### src/rtl/bexkat1Def.sv
// bexkat1Def: shared constants for the bexkat1 register file and writeback path.
//   REG_WRITE_DATA / REG_WRITE_SP : bit positions inside the 2-bit reg_write field.
//   REG_SP                        : architectural index of the stack pointer (r15).
//   REG_ADDR_W / DATA_W / CNT_W   : common field widths.
package bexkat1Def;

    localparam int REG_ADDR_W = 4;
    localparam int DATA_W     = 32;
    localparam int CNT_W      = 16;
    localparam int NREGS      = 16;

    localparam int REG_WRITE_DATA = 0;
    localparam int REG_WRITE_SP   = 1;

    localparam logic [REG_ADDR_W-1:0] REG_SP = 4'd15;

    // Bank index width; a single-bank file still carries one (constant) bit.
    function automatic int bank_w(input int nbanks);
        return (nbanks > 1) ? $clog2(nbanks) : 1;
    endfunction

endpackage

### src/rtl/bexkat1_regfile_rdport.sv
// bexkat1_regfile_rdport: one combinational read port with write-through bypass.
//   regs_i       : full storage array (all banks, all registers).
//   rd_bank_i    : bank to read (already truncated to the implemented width).
//   rd_addr_i    : register to read.
//   we_data_i    : explicit register write will commit at the next edge.
//   we_sp_i      : stack-pointer write will commit at the next edge.
//   wb_bank_i    : bank of the pending write.
//   wb_addr_i    : destination of the pending explicit write.
//   wb_data_i    : data of the pending explicit write.
//   sp_data_i    : data of the pending stack-pointer write.
//   rd_o         : read data.
module bexkat1_regfile_rdport
    import bexkat1Def::*;
#(
    parameter int NBANKS = 2,
    parameter int BW     = 1
) (
    input  logic [DATA_W-1:0]     regs_i [NBANKS][NREGS],
    input  logic [BW-1:0]         rd_bank_i,
    input  logic [REG_ADDR_W-1:0] rd_addr_i,
    input  logic                  we_data_i,
    input  logic                  we_sp_i,
    input  logic [BW-1:0]         wb_bank_i,
    input  logic [REG_ADDR_W-1:0] wb_addr_i,
    input  logic [DATA_W-1:0]     wb_data_i,
    input  logic [DATA_W-1:0]     sp_data_i,
    output logic [DATA_W-1:0]     rd_o
);

    always_comb begin
        rd_o = regs_i[rd_bank_i][rd_addr_i];
        if (rd_bank_i == wb_bank_i) begin
            // Same order as the commit: the SP write first, then the explicit
            // write overrides it when both target r15.
            if (we_sp_i && (rd_addr_i == REG_SP)) begin
                rd_o = sp_data_i;
            end
            if (we_data_i && (rd_addr_i == wb_addr_i)) begin
                rd_o = wb_data_i;
            end
        end
    end

endmodule

### src/rtl/bexkat1_regfile.sv
// bexkat1_regfile: banked 16x32 register file, writeback sink of the pipeline.
//   clk_i, rst_i      : clock; asynchronous active-high reset.
//   halt_i            : halting instruction retires with this beat.
//   reg_write_i       : bit0 = write wb_data_i to wb_addr_i, bit1 = write sp_data_i to r15.
//   wb_addr_i/_data_i : explicit write destination and data.
//   sp_data_i         : new stack pointer.
//   wb_bank_i         : bank for the write (low bits only).
//   rd_bank_i         : bank for all reads (low bits only).
//   rd1/rd2_addr_i    : read port addresses; rd1_o/rd2_o the data.
//   sp_o              : r15 of rd_bank_i.
//   halted_o          : a halt has retired; writes are frozen until reset.
//   wr_count_o        : number of committed write beats (wraps).
module bexkat1_regfile
    import bexkat1Def::*;
#(
    parameter int          NBANKS   = 2,
    parameter logic [31:0] SP_RESET = 32'h0
) (
    input  logic                  clk_i,
    input  logic                  rst_i,
    input  logic                  halt_i,
    input  logic [1:0]            reg_write_i,
    input  logic [REG_ADDR_W-1:0] wb_addr_i,
    input  logic [DATA_W-1:0]     wb_data_i,
    input  logic [DATA_W-1:0]     sp_data_i,
    input  logic [3:0]            wb_bank_i,
    input  logic [3:0]            rd_bank_i,
    input  logic [REG_ADDR_W-1:0] rd1_addr_i,
    input  logic [REG_ADDR_W-1:0] rd2_addr_i,
    output logic [DATA_W-1:0]     rd1_o,
    output logic [DATA_W-1:0]     rd2_o,
    output logic [DATA_W-1:0]     sp_o,
    output logic                  halted_o,
    output logic [CNT_W-1:0]      wr_count_o
);

    localparam int BW = bank_w(NBANKS);

    logic [DATA_W-1:0] regs_q [NBANKS][NREGS];
    logic              halted_q, halted_d;
    logic [CNT_W-1:0]  wr_count_q, wr_count_d;

    logic [BW-1:0] wb_bank, rd_bank;
    logic          we_data, we_sp;
    logic          unused_bank_bits;

    // High bank bits are ignored, so out-of-range banks alias lower ones.
    assign wb_bank = (NBANKS > 1) ? wb_bank_i[BW-1:0] : '0;
    assign rd_bank = (NBANKS > 1) ? rd_bank_i[BW-1:0] : '0;
    assign unused_bank_bits = ^{wb_bank_i, rd_bank_i};

    // Once halted, nothing commits and nothing bypasses.
    assign we_data = reg_write_i[REG_WRITE_DATA] & ~halted_q;
    assign we_sp   = reg_write_i[REG_WRITE_SP]   & ~halted_q;

    always_comb begin
        halted_d   = halted_q;
        wr_count_d = wr_count_q;
        if (!halted_q) begin
            if (reg_write_i != 2'b00) begin
                wr_count_d = wr_count_q + 1'b1;
            end
            if (halt_i) begin
                halted_d = 1'b1;
            end
        end
    end

    always_ff @(posedge clk_i or posedge rst_i) begin
        if (rst_i) begin
            halted_q   <= 1'b0;
            wr_count_q <= '0;
        end else begin
            halted_q   <= halted_d;
            wr_count_q <= wr_count_d;
        end
    end

    always_ff @(posedge clk_i or posedge rst_i) begin
        if (rst_i) begin
            for (int b = 0; b < NBANKS; b++) begin
                for (int r = 0; r < NREGS; r++) begin
                    regs_q[b][r] <= (r == int'(REG_SP)) ? SP_RESET : '0;
                end
            end
        end else begin
            if (we_sp) begin
                regs_q[wb_bank][REG_SP] <= sp_data_i;
            end
            // Issued after the SP write so it wins when wb_addr_i is r15.
            if (we_data) begin
                regs_q[wb_bank][wb_addr_i] <= wb_data_i;
            end
        end
    end

    bexkat1_regfile_rdport #(.NBANKS(NBANKS), .BW(BW)) u_rd1 (
        .regs_i    (regs_q),
        .rd_bank_i (rd_bank),
        .rd_addr_i (rd1_addr_i),
        .we_data_i (we_data),
        .we_sp_i   (we_sp),
        .wb_bank_i (wb_bank),
        .wb_addr_i (wb_addr_i),
        .wb_data_i (wb_data_i),
        .sp_data_i (sp_data_i),
        .rd_o      (rd1_o)
    );

    bexkat1_regfile_rdport #(.NBANKS(NBANKS), .BW(BW)) u_rd2 (
        .regs_i    (regs_q),
        .rd_bank_i (rd_bank),
        .rd_addr_i (rd2_addr_i),
        .we_data_i (we_data),
        .we_sp_i   (we_sp),
        .wb_bank_i (wb_bank),
        .wb_addr_i (wb_addr_i),
        .wb_data_i (wb_data_i),
        .sp_data_i (sp_data_i),
        .rd_o      (rd2_o)
    );

    bexkat1_regfile_rdport #(.NBANKS(NBANKS), .BW(BW)) u_sp (
        .regs_i    (regs_q),
        .rd_bank_i (rd_bank),
        .rd_addr_i (REG_SP),
        .we_data_i (we_data),
        .we_sp_i   (we_sp),
        .wb_bank_i (wb_bank),
        .wb_addr_i (wb_addr_i),
        .wb_data_i (wb_data_i),
        .sp_data_i (sp_data_i),
        .rd_o      (sp_o)
    );

    assign halted_o   = halted_q;
    assign wr_count_o = wr_count_q;

endmodule

### config.mk
export PLATFORM = sky130hd
export DESIGN_NAME = bexkat1_regfile
export DESIGN_NICKNAME = d
export VERILOG_FILES = /design/src/rtl/bexkat1Def.sv /design/src/rtl/bexkat1_regfile_rdport.sv /design/src/rtl/bexkat1_regfile.sv
export SDC_FILE = /design/constraint.sdc
export NUM_CORES = 2
export LEC_CHECK = 0
export BUFFER_PORTS_ARGS = -buffer_cell sky130_fd_sc_hd__buf_2
export CAP_MARGIN = 20
export CORE_MARGIN = 4
export CORE_UTILIZATION = 55
export DETAILED_ROUTE_END_ITERATION = 10
export PLACE_DENSITY = 0.82
export SLEW_MARGIN = 20
export SYNTH_ARGS = -nofsm -noshare
export SYNTH_HDL_FRONTEND = slang
export SYNTH_SLANG_ARGS = --single-unit
export TNS_END_PERCENT = 100
### constraint.sdc
create_clock -name clk_i -period 44.8 [get_ports clk_i]
set_clock_uncertainty 0.05 [all_clocks]
set_input_delay 2.24 -clock clk_i [delete_from_list [all_inputs] [get_ports clk_i]]
set_output_delay 2.24 -clock clk_i [all_outputs]
set_load 0.01 [all_outputs]
* After elaboration in Yosys (flattened, before gate mapping) *
Index checks and enable logic that the tools add are counted.

storage, ports and cells
  bits in registers = 1041
  word-level logic and storage cells = 95
  output and inout bits = 113
  input bits = 89

cells by class
  bitwise gates (word level) = 8
  equal/unequal tests = 6
  reduce and logical (&&, ||, !) cells = 9
  $lt $le $gt $ge = 7
  multiplexer cells = 30
  add/subtract/negate cells = 1

operator list
  operator                                                   number
  bitwise mux 1024 bit                                       2
  2-to-1 mux 1024 bit                                        2
  2-to-1 mux 512 bit                                         4
  demux 512 bit (select 1 bit)                               2
  2-to-1 mux 32 bit                                          15
  binary-select mux 32 bit (select 4 bit)                    2
  demux 32 bit (select 4 bit)                                1
  adder 16 x 1 -> 16 bit (second input constant)             1
  greater-or-equal comparator 5 bit (second input constant)  3
  NOT 4 -> 5 bit                                             3
  equality test 4 bit                                        2
  equality test 4 bit (second input constant)                2
  logical AND 1 bit                                          7
  < comparator 5 x 1 -> 1 bit (second input constant)        1
  equality test 4 bit (first input constant)                 1
  greater-or-equal comparator 2 bit (second input constant)  2
  NOT 1 -> 2 bit                                             2
  bitwise AND 1 bit                                          2
  < comparator 2 x 1 -> 1 bit (second input constant)        1
  2-to-1 mux 1 bit                                           2
  AND reduction 2 bit                                        1
  nonzero test 2 bit                                         1
  equality test 1 bit                                        1
  NOT 1 bit                                                  1

* Logic depth before layout (Yosys ltp) *
  word-level depth = 10
  depth in mapped cells = 10
  depth with buffers taken out = 5

* Cells and area by module *
A second synthesis with hierarchy kept.

second synthesis, totals
  cell total of the unflattened synthesis = 4762
  area, all modules = 67143.1 µm²

modules (own cells, without submodules)
  module                  area an instance (µm²)  times used  cells an instance  sequential area each (µm²)
  bexkat1_regfile         39783.2                 1           2512               26050.0
  bexkat1_regfile_rdport  9120.0                  3           750                0.0

* Worst setup path after synthesis *
OpenSTA, ideal clock, no wires.

  path type = input port to output port
  from = in rd1_addr_i[0]
  to = out rd1_o[2]
  buffers on the path = 4
  stages on the path = 8
  setup slack = 38.499 ns
  arrival time = 4.011 ns
  required time = 42.510 ns
  cell sequence = buf_2 > buf_4 > buf_2 > buf_1 > mux4_2 > mux2i_1 > nor2_1 > a221oi_1

on the way
  word-level cells in the longest chain between the ends = 7
  elaborated cells between the ends (all ways) = 11
  those cells by class = eq/ne (2); mux (6); bitwise (1); reduce/logical (2)

ends and longest elaborated chain
  element                                               RTL line                      RTL
  start: declaration                                    bexkat1_regfile.sv:28         input logic [REG_ADDR_W-1:0] rd1_addr_i,
  NOT 4 -> 5 bit (implied by the code)                  bexkat1_regfile_rdport.sv:31  rd_o = regs_i[rd_bank_i][rd_addr_i];
  binary-select mux 32 bit (select 4 bit)               bexkat1_regfile_rdport.sv:31
  2-to-1 mux 32 bit (implied by the code) (2 in a row)  bexkat1_regfile_rdport.sv:31
  2-to-1 mux 32 bit                                     bexkat1_regfile_rdport.sv:35  if (we_sp_i && (rd_addr_i == REG_SP)) begin
  2-to-1 mux 32 bit                                     bexkat1_regfile_rdport.sv:38  if (we_data_i && (rd_addr_i == wb_addr_i)) begin
  2-to-1 mux 32 bit *                                   bexkat1_regfile_rdport.sv:32  if (rd_bank_i == wb_bank_i) begin
  end: declaration                                      bexkat1_regfile.sv:30         output logic [DATA_W-1:0] rd1_o,

Mark *: on every way between the ends. The rest lies on a longest branch, timed or not. The select of a mux whose other input is x is not followed.

* Worst setup path after layout *
  from = in rd_bank_i[0]
  to = out rd1_o[23]

on the way
  word-level cells in the longest chain between the ends = 10
  elaborated cells between the ends (all ways) = 11
  those cells by class = eq/ne (1); mux (9); bitwise (1)

ends and longest elaborated chain
  element                                               RTL line                      RTL
  start: declaration                                    bexkat1_regfile.sv:27         input logic [3:0] rd_bank_i,
  NOT 1 -> 2 bit (implied by the code)                  bexkat1_regfile_rdport.sv:31
  2-to-1 mux 512 bit (2 in a row)                       n/a
  2-to-1 mux 512 bit (implied by the code)              bexkat1_regfile_rdport.sv:31
  binary-select mux 32 bit (select 4 bit)               bexkat1_regfile_rdport.sv:31
  2-to-1 mux 32 bit (implied by the code) (2 in a row)  bexkat1_regfile_rdport.sv:31
  2-to-1 mux 32 bit                                     bexkat1_regfile_rdport.sv:35
  2-to-1 mux 32 bit                                     bexkat1_regfile_rdport.sv:38
  2-to-1 mux 32 bit *                                   bexkat1_regfile_rdport.sv:32

Marks and branches as above.

==> metrics.yaml <==
clkPwrFrac: 0.431
critical_path.max_fanout: 154
die_w_um: 331
cts_setup_buffers: 0
gp_congestion: 0.899
setup_viol: 0
dp_hpwl_mm: 110
final_common_cell: "dfrtp_1"
grt_pass1_vias: 41100
drc: 0
cts_buffer_depth: 3
max_slew_margin: 0.147
hold_class: "flop to flop"
multi_input_comb_area_mm2: 0.0296
start_kind: "input pin"
clock-root-buffer: "clkbuf_16"
seqCellArea_mm2: 0.0261
dieArea_mm2: 0.110
synth-seq-area-share: 0.453
p_int_uw: 1530
clock.fmax_mhz: 107
pin_count: 202
layout.nets: 4124
path_clk_slew_ns: 0.06
worst_ir_drop_vdd_uv: 33.7
hold_end: "wr_count_o[15]"
fin_crit_sh: 0.208
ys_ff_latch: 1041
viasPerCell: 7.41
antenna_found_initial: 22
critPathRequiredTime_ns: 42.51
rows: 118
async_flop_share: 1.00
synth_area_mm2: 0.0575
numPortBuffers: 195
combPwrFrac: 0.098
first_iter_violations: 6076
grt_overflow: 0
wl_mm: 186
p_per_area_mw_per_mm2: 32.9
start_util: 0.554
synth.distinct_cells: 64
clk_latency_ns: 0.69
synth_ff_type: "dfrtp_1"
yosysWarnings: 0
post-place-cells: 5308
syn_area_per_cell_um2: 14.1
core_mm2: 0.104
critPathCaptureType: "output pin"
r2r_slack_ns: 41.37
cts_tree: "built"
synth_fp_nets: 4166
grt_pass1_wl_mm: 273
die_h_um: 331
p_leak_uw: 0.0293
hold_depth: 1
hold_slack_ns: 0.415
pwr-share-seq: 0.471
h-tree-depth: 3
syn_inst: 4076
final-hold-violation-count: 0
period_minus_slack_ns: 9.32
r2r_start: "halted_o"
drive_gt1_frac: 0.471
cts_resized: 0
switchingPower_uw: 529
r2r_cells: 6
layout_common_cells: "dfrtp_1, mux2_2, mux4_2"
hold_buffers: 0
grt.total_usage: 0.333
critPathArrivalTime_ns: 7.03
worstHoldStart: "wr_count_o[15]"
cap_violations: 0
rr_endpoint: "regs_q[688]"
cts_sinks: 1041
status: "finished clean"
final_cells: 5514
vias: 40800
cts_buffers: 103
rsz0062_at_grt: "false"
area_growth_pct: 9.14
antenna_left: 0
synth-edff-count: 0
maxSlewViolCount: 0
grt_start_max_net_pins: 175
first_pass_iters: 6
tightest_slew_ns: 1.27
power_uw: 2060
num-fill-cells: 7633
critical_path_class: "input pin to output pin"
routedWlPerCell_um: 33.8
setup_tns_ns: 0
power_switching_share: 0.257
-- cell type report --
cell class / instances / share of cell area
Antenna cell: 17 / 0.000678
Clock buffer: 151 / 0.0485
Clock inverter: 37 / 0.00652
Inverter: 7 / 0.000539
Multi-Input combinational cell: 2591 / 0.472
Sequential cell: 1041 / 0.415
Tap cell: 1380 / 0.0275
Timing Repair Buffer: 290 / 0.0289
-- state kept, by name (all words and copies together), names as in the netlist --
name / count
halted_o: 1
regs_q: 1024
wr_count_o: 16
-- synth_stat cells (all sizes together), types with 12 or more instances --
cell type	instances	area, µm²
o22ai	99	619
o22a	13	114
a22o	44	385
and2	14	87.6
o221ai	21	184
dfrtp	1041	26000
buf	292	1540
a21oi	81	405
nand2	103	387
a221oi	73	746
o21ai	41	205
o21bai	12	90.1
mux2i	253	2530
a211oi	37	278
nand3	19	95.1
nand2b	14	87.6
mux2	975	11100
xnor2	16	140
mux4	425	9570
a22oi	74	556
clkbuf	145	546
and3	17	106
o21a	19	143
nor2b	47	302
nor2	87	327
-- worst max-delay path, cell delays in order --
cell and delay, ns:
buf_8 0.46, buf_12 0.75, buf_4 0.88, buf_4 0.88, mux2i_1 0.25, mux4_2 0.51
mux2i_1 0.15, nor2_1 0.06, a221oi_1 0.38, buf_2 0.22
-- stage by stage --
step / util / cell area, µm² / worst slack (ns)
4_1_cts: 0.604 / 62600 / 35.54
6_report: 0.605 / 62700 / 35.48
2_1_floorplan: - / 57500 / 13.21
3_5_place_dp: 0.571 / 59200 / 35.55
5_1_grt: 0.605 / 62700 / 35.25
3_3_place_gp: 0.571 / 59200 / 35.61
-- kinds of logic after synthesis --
family	synth area share
buffers and inverters	0.0367
adders and majority gates	0.000218
and+or+nand+nor	0.0286
DFF	0.453
muxes	0.404
AOI/OAI and AO/OA	0.0737
xor gates and xnor gates	0.00381
-- metal layers --
layer,track usage,wire length [µm]
met1,0.431,66900
met2,0.483,81500
met3,0.120,24600
met4,0.203,13300
met5,0,48
-- worst max-delay path by stage --
stage,start,to,depth (start not counted)
floorplan,rst_i,halted_o,1
global placement,rd_bank_i[0],rd1_o[21],10
detailed placement,rd_bank_i[0],rd1_o[28],10
CTS,rd_bank_i[0],rd1_o[21],10
global route,rd_bank_i[0],rd2_o[28],9
finish,rd_bank_i[0],rd1_o[23],10
-- power by group through the flow --
stage	Sequential [µW]	Clock, µW	Combinational [µW]
after floorplan	985	0	132
after global placement	986	0	193
after detailed placement	987	0	197
after CTS	970	891	198
after global routing	972	932	212
final	971	889	202
No activity file was read; power rests on OpenSTA's default activity.
